===== src/rtl/shift_pkg.sv =====
// rtl/shift_pkg.sv - shared mode encodings, FSM state type and shift-amount width helper
//
// Purpose : definitions shared by universal_shift_reg and shift_ctrl.
// Contents: mode_e       - operation select encodings
//           state_e      - controller state (IDLE, RUN)
//           amt_width()  - shift-amount width able to represent WIDTH itself
//           is_shift()   - true for the five multi-step shift modes
package shift_pkg;

  typedef enum logic [2:0] {
    MODE_NOP     = 3'b000,
    MODE_LOAD    = 3'b001,
    MODE_SHL     = 3'b010,
    MODE_SHR     = 3'b011,
    MODE_ROL     = 3'b100,
    MODE_ROR     = 3'b101,
    MODE_ASR     = 3'b110,
    MODE_NOP_ALT = 3'b111
  } mode_e;

  typedef enum logic {
    IDLE = 1'b0,
    RUN  = 1'b1
  } state_e;

  // One extra bit beyond clog2 so that an amount equal to WIDTH fits.
  function automatic int amt_width(input int width);
    return $clog2(width) + 1;
  endfunction

  function automatic logic is_shift(input logic [2:0] mode);
    return (mode == MODE_SHL) || (mode == MODE_SHR) || (mode == MODE_ROL) ||
           (mode == MODE_ROR) || (mode == MODE_ASR);
  endfunction

endpackage


===== src/rtl/shift_ctrl.sv =====
// rtl/shift_ctrl.sv - operation FSM and step counter for the universal shift register
//
// Purpose : accepts Start while idle, sequences Amt shift steps, generates Busy/Done.
// Ports   : clk       in  clock
//           rst       in  synchronous active-high reset
//           set       in  synchronous preset (aborts a run without Done)
//           hold      in  freezes FSM and counter
//           start     in  operation request (ignored while busy)
//           mode      in  [2:0] operation select
//           amt       in  [AW-1:0] number of shift steps
//           busy      out multi-step shift in progress
//           done      out one-cycle completion pulse
//           load_en   out parallel load this edge
//           step_en   out apply one shift step this edge
//           step_mode out [2:0] mode latched at start of the run
module shift_ctrl
  import shift_pkg::*;
#(
  parameter int AW = 4
) (
  input  logic          clk,
  input  logic          rst,
  input  logic          set,
  input  logic          hold,
  input  logic          start,
  input  logic [2:0]    mode,
  input  logic [AW-1:0] amt,
  output logic          busy,
  output logic          done,
  output logic          load_en,
  output logic          step_en,
  output logic [2:0]    step_mode
);

  state_e        state, state_nxt;
  logic [AW-1:0] cnt, cnt_nxt;
  logic [2:0]    mode_q, mode_nxt;
  logic          done_nxt;

  always_comb begin
    state_nxt = state;
    cnt_nxt   = cnt;
    mode_nxt  = mode_q;
    done_nxt  = 1'b0;
    load_en   = 1'b0;
    step_en   = 1'b0;
    if (!rst && !set && !hold) begin
      case (state)
        IDLE: begin
          if (start) begin
            if (mode == MODE_LOAD) begin
              load_en  = 1'b1;
              done_nxt = 1'b1;
            end else if (is_shift(mode) && (amt != '0)) begin
              mode_nxt  = mode;
              cnt_nxt   = amt;
              state_nxt = RUN;
            end else begin
              // NOP modes and zero-length shifts complete immediately
              done_nxt = 1'b1;
            end
          end
        end
        RUN: begin
          step_en = 1'b1;
          cnt_nxt = cnt - 1'b1;
          if (cnt == AW'(1)) begin
            state_nxt = IDLE;
            done_nxt  = 1'b1;
          end
        end
        default: state_nxt = IDLE;
      endcase
    end
  end

  // Done is cleared at every edge unless a completion happens there, so
  // neither Hold nor Set can stretch an already-issued pulse.
  always_ff @(posedge clk) begin
    if (rst) begin
      state  <= IDLE;
      cnt    <= '0;
      mode_q <= MODE_NOP;
      done   <= 1'b0;
    end else if (set) begin
      state  <= IDLE;
      cnt    <= '0;
      done   <= 1'b0;
    end else begin
      state  <= state_nxt;
      cnt    <= cnt_nxt;
      mode_q <= mode_nxt;
      done   <= done_nxt;
    end
  end

  assign busy      = (state == RUN);
  assign step_mode = mode_q;

endmodule


===== src/rtl/universal_shift_reg.sv =====
// rtl/universal_shift_reg.sv - universal shift register with multi-step shift sequencing
//
// Purpose : WIDTH-bit register supporting load, logical/arithmetic shifts and rotates,
//           one bit per clock for Amt clocks.
// Ports   : Clk        in  clock
//           Rst        in  synchronous active-high reset (Q=0)
//           Set        in  synchronous active-high preset (Q=all ones)
//           Hold       in  freezes Q and controller
//           Start      in  operation request, sampled while Busy is low
//           Mode       in  [2:0] operation select (see shift_pkg::mode_e)
//           Amt        in  [AW-1:0] number of single-bit steps
//           I          in  [WIDTH-1:0] parallel load data
//           SinL, SinR in  serial fill bits for SHR / SHL, sampled live per step
//           Q          out [WIDTH-1:0] register contents
//           Busy, Done out status
//           SoutL      out Q[WIDTH-1]
//           SoutR      out Q[0]
module universal_shift_reg
  import shift_pkg::*;
#(
  parameter int WIDTH = 8,
  parameter int AW    = amt_width(WIDTH)
) (
  input  logic             Clk,
  input  logic             Rst,
  input  logic             Set,
  input  logic             Hold,
  input  logic             Start,
  input  logic [2:0]       Mode,
  input  logic [AW-1:0]    Amt,
  input  logic [WIDTH-1:0] I,
  input  logic             SinL,
  input  logic             SinR,
  output logic [WIDTH-1:0] Q,
  output logic             Busy,
  output logic             Done,
  output logic             SoutL,
  output logic             SoutR
);

  logic             load_en;
  logic             step_en;
  logic [2:0]       step_mode;
  logic [WIDTH-1:0] q_nxt;

  shift_ctrl #(.AW(AW)) u_ctrl (
    .clk       (Clk),
    .rst       (Rst),
    .set       (Set),
    .hold      (Hold),
    .start     (Start),
    .mode      (Mode),
    .amt       (Amt),
    .busy      (Busy),
    .done      (Done),
    .load_en   (load_en),
    .step_en   (step_en),
    .step_mode (step_mode)
  );

  // load_en/step_en are already suppressed under Rst, Set and Hold.
  always_comb begin
    q_nxt = Q;
    if (load_en) begin
      q_nxt = I;
    end else if (step_en) begin
      case (step_mode)
        MODE_SHL: q_nxt = {Q[WIDTH-2:0], SinR};
        MODE_SHR: q_nxt = {SinL, Q[WIDTH-1:1]};
        MODE_ROL: q_nxt = {Q[WIDTH-2:0], Q[WIDTH-1]};
        MODE_ROR: q_nxt = {Q[0], Q[WIDTH-1:1]};
        MODE_ASR: q_nxt = {Q[WIDTH-1], Q[WIDTH-1:1]};
        default:  q_nxt = Q;
      endcase
    end
  end

  always_ff @(posedge Clk) begin
    if (Rst) begin
      Q <= '0;
    end else if (Set) begin
      Q <= '1;
    end else begin
      Q <= q_nxt;
    end
  end

  assign SoutL = Q[WIDTH-1];
  assign SoutR = Q[0];

endmodule


===== config.mk =====
export PLATFORM = sky130hd
export DESIGN_NAME = universal_shift_reg
export DESIGN_NICKNAME = d
export VERILOG_FILES = /design/src/rtl/shift_pkg.sv /design/src/rtl/shift_ctrl.sv /design/src/rtl/universal_shift_reg.sv
export SDC_FILE = /design/constraint.sdc
export NUM_CORES = 1
export LEC_CHECK = 0
export BUFFER_PORTS_ARGS = -buffer_cell sky130_fd_sc_hd__buf_4
export CAP_MARGIN = 20
export CORE_ASPECT_RATIO = 0.9
export CORE_UTILIZATION = 35
export CTS_BUF_LIST = sky130_fd_sc_hd__clkbuf_4 sky130_fd_sc_hd__clkbuf_8
export DETAILED_ROUTE_END_ITERATION = 10
export HOLD_SLACK_MARGIN = 0.12
export SLEW_MARGIN = 20
export SYNTH_ARGS = -nofsm -noshare
export SYNTH_HDL_FRONTEND = slang
export SYNTH_HIERARCHICAL = 1
export SYNTH_SLANG_ARGS = --single-unit

===== constraint.sdc =====
create_clock -name Clk -period 2.7 [get_ports Clk]
set_input_delay 0.405 -clock Clk [delete_from_list [all_inputs] [get_ports Clk]]
set_output_delay 0.405 -clock Clk [all_outputs]
set_load 0.02 [all_outputs]

==> flow_summary_export.csv <==
group,metric,value,unit
worst_setup_path,critPathRequiredTime,2.87,ns
synthesis,synth-seq-cells,17,
floorplanning,die_h,55.3,um
synthesis,synth_cells,137,
worst_setup_path,critical_path_peak_fanout,13,
timing,maxSlewHeadroom,0.540,
clock_network,path_clk_slew,0.10,ns
routing,antenna_left,0,
synthesis,netlist_area,1100,sq um
worst_setup_path,path_delay_family,"simple AND/OR/NAND/NOR gates",
timing,tns,0,ns
synthesis,synth_flop_cell,"dfxtp_1",
synthesis,avgSynthCellArea,8.06,sq um
routing,firstDrtPassIters,4,
worst_setup_path,worst-setup-path-type,"in2reg",
clock_network,clockBufferDepth,2,
worst_setup_path,critPathLaunchType,"input port",
worst_setup_path,crit_path_cell_trace,"buf_4 -> or4b_4 -> nor2_1 -> and3_1 -> nor2_1 -> o21ai_1 -> nor2_1 -> a2111oi_1",
clock_network,cts_setup_buffers,0,
placement,place.gp.congestion,0.851,
worst_setup_path,cp.arrival,2.33,ns
layout,multiInputGateArea,702,sq um
clock_network,clock_latency,0.29,ns
timing,fin_crit,2.15,ns
routing,drc_errors,0,
floorplanning,ios,34,
clock_network,cts_root_buf,"clkbuf_4",
routing,route.detailed.wl_per_inst,13.5,um
worst_setup_path,cp_common_cell,"nor2_1",
clock_network,cts.htree.levels,1,
worst_setup_path,cp_slowest_cell,"or4b_4",
timing,setup_viol,0,
placement,place_area,1400,sq um
floorplanning,core,2860,sq um
floorplanning,num_rows,18,
clock_network,numCtsBuffers,3,
pwr,p_per_area,378,nW/um^2
routing,vias_per_cell,5.42,
floorplanning,die_area,3380,sq um
layout,layout-area-overhead-vs-synth,29.6,%
routing,drt_iter0_drc,55,
clock_network,numClockSinks,17,
pwr,power.leakage,0.565,nW
grt,grt_overflow,0,
worst_setup_path,cp_num_buf_inv,1,
clock_network,ctsResizeCount,0,
routing,vias,1155,
floorplanning,start_util,0.386,
synthesis,ys_seq_area_frac,0.308,
status,status,"completed",
timing,fin_skew,0.00755,ns
synthesis,async_flop_share,0,
timing,rsz0062_at_grt,"no",
hold_path,hold_class,"in2reg",
flow_run,maxCapViolations,0,
layout,finish.net_count,198,
synthesis,synth-edff-count,0,
grt,antenna_found_initial,0,
grt,grt_pass1_vias,1125,
worst_setup_path,end_kind,"flip-flop",
grt,track_usage,0.191,
clock_network,postCtsHoldBufs,0,
layout,design_area,1430,sq um
layout,antennaDiodeCount,0,
placement,dp_hpwl,2210,um
timing,drv_slew,0,
grt,grt_pass1_wl,4960,um
synthesis,synth_nets,161,
timing,period_share,0.797,
layout,regArea,340,sq um
clock_network,cts_tree,"done",
worst_setup_path,critPathMaxStageDelay,0.55,ns
layout,layout_common_cells,"buf_4, nor2_1, dfxtp_1",
placement,portBuffers,33,
synthesis,yosys.cell_types.count,44,
timing,worst_pin_slew,0.684,ns
timing,finalHoldViolCount,0,
floorplanning,die_w,61.2,um
grt,grt_max_degree,14,
layout,n_fill_cell,284,
routing,wirelength,2890,um
synthesis,ys_warn_count,6,
pwr,ir_worst_vdd,279,uV
layout,final_common_cell,"buf_4",
layout,drive_above_1_share,0.277,
timing,fmax,465,MHz
==> power by group <==
| part | switching, mW | internal, mW |
|---|---|---|
| logic | 0.0564 | 0.0584 |
| registers | 0.0156 | 0.262 |
| clock network | 0.0810 | 0.0675 |
| total | 0.153 | 0.388 |
==> flip-flops by register name (all words and copies together), names as in the netlist <==
signal / cells
u_ctrl/step_mode: 3
u_ctrl/busy: 1
u_ctrl/cnt: 4
u_ctrl/done: 1
Q: 8
==> worst min-delay path: cells and delay by family <==
family / cells / cell delay [ns]
buffers and inverters: 1 / 0.12
and+or+nand+nor: 1 / 0.06
AOI/OAI and AO/OA: 1 / 0.05
==> Yosys cell counts (2+ instances only) <==
master	n	area share
ha_1	2	0.023
dfxtp_1	17	0.31
o22ai_1	3	0.017
nand3_1	5	0.023
inv_1	8	0.027
a211o_1	2	0.016
nor2_1	26	0.088
nand2b_1	4	0.023
mux2i_1	6	0.054
nor4_1	2	0.011
and3_1	3	0.017
o21ai_0	5	0.023
nor3_1	4	0.018
o21ai_1	2	0.0091
a2111oi_1	5	0.045
buf_4	3	0.020
nand2_1	6	0.020
a21oi_1	8	0.036
==> kinds of logic (layout without fill, tap and decap cells) <==
family,Yosys count,in the layout,synth area share
adders and majority gates,2,2,0.0227
AOI/OAI and AO/OA,41,41,0.285
buffers and inverters,13,49,0.0555
muxes,6,6,0.0544
DFF,17,17,0.308
and+or+nand+nor,57,57,0.266
xor gates and xnor gates,1,1,0.00794
==> per-stage QoR <==
step	std cells	worst slack [ns]	util	hold slack [ns]	power, mW
final	213	0.549	0.500	0.379	0.541
after global routing	213	0.354	0.500	0.383	0.575
after CTS	213	0.559	0.500	0.376	0.548
after detailed placement	209	0.255	0.490	0.476	0.398
after global placement	209	0.340	0.490	0.470	0.396
after floorplan	137	0.534	-	0.444	0.341
==> final timing paths <==
check        cells past startpoint          start             endpoint  slack, ns
max reg2reg                      6    u_ctrl/busy                 Q[1]       0.75
min                              3        Mode[1]  u_ctrl/step_mode[1]       0.38
max                              8            Rst                 Q[1]       0.55
min reg2reg                      2  u_ctrl/cnt[3]        u_ctrl/cnt[3]       0.49
==> per-layer routing <==
layer,track usage,vias up,part of all wire,wire length (um)
li1,-,577,-,-
met1,0.266,544,0.48,1390
met2,0.281,30,0.47,1350
met3,0.0492,4,0.042,121
met4,0.0649,0,0.0087,25
met5,0,-,0,0
==> final cells by class <==
type	count	share of cell area
Timing Repair Buffer	37	0.194
Clock buffer	4	0.0210
Sequential cell	17	0.238
Multi-Input combinational cell	107	0.491
Tap cell	40	0.0350
Inverter	8	0.0210
(Power assumes the default switching activity.)
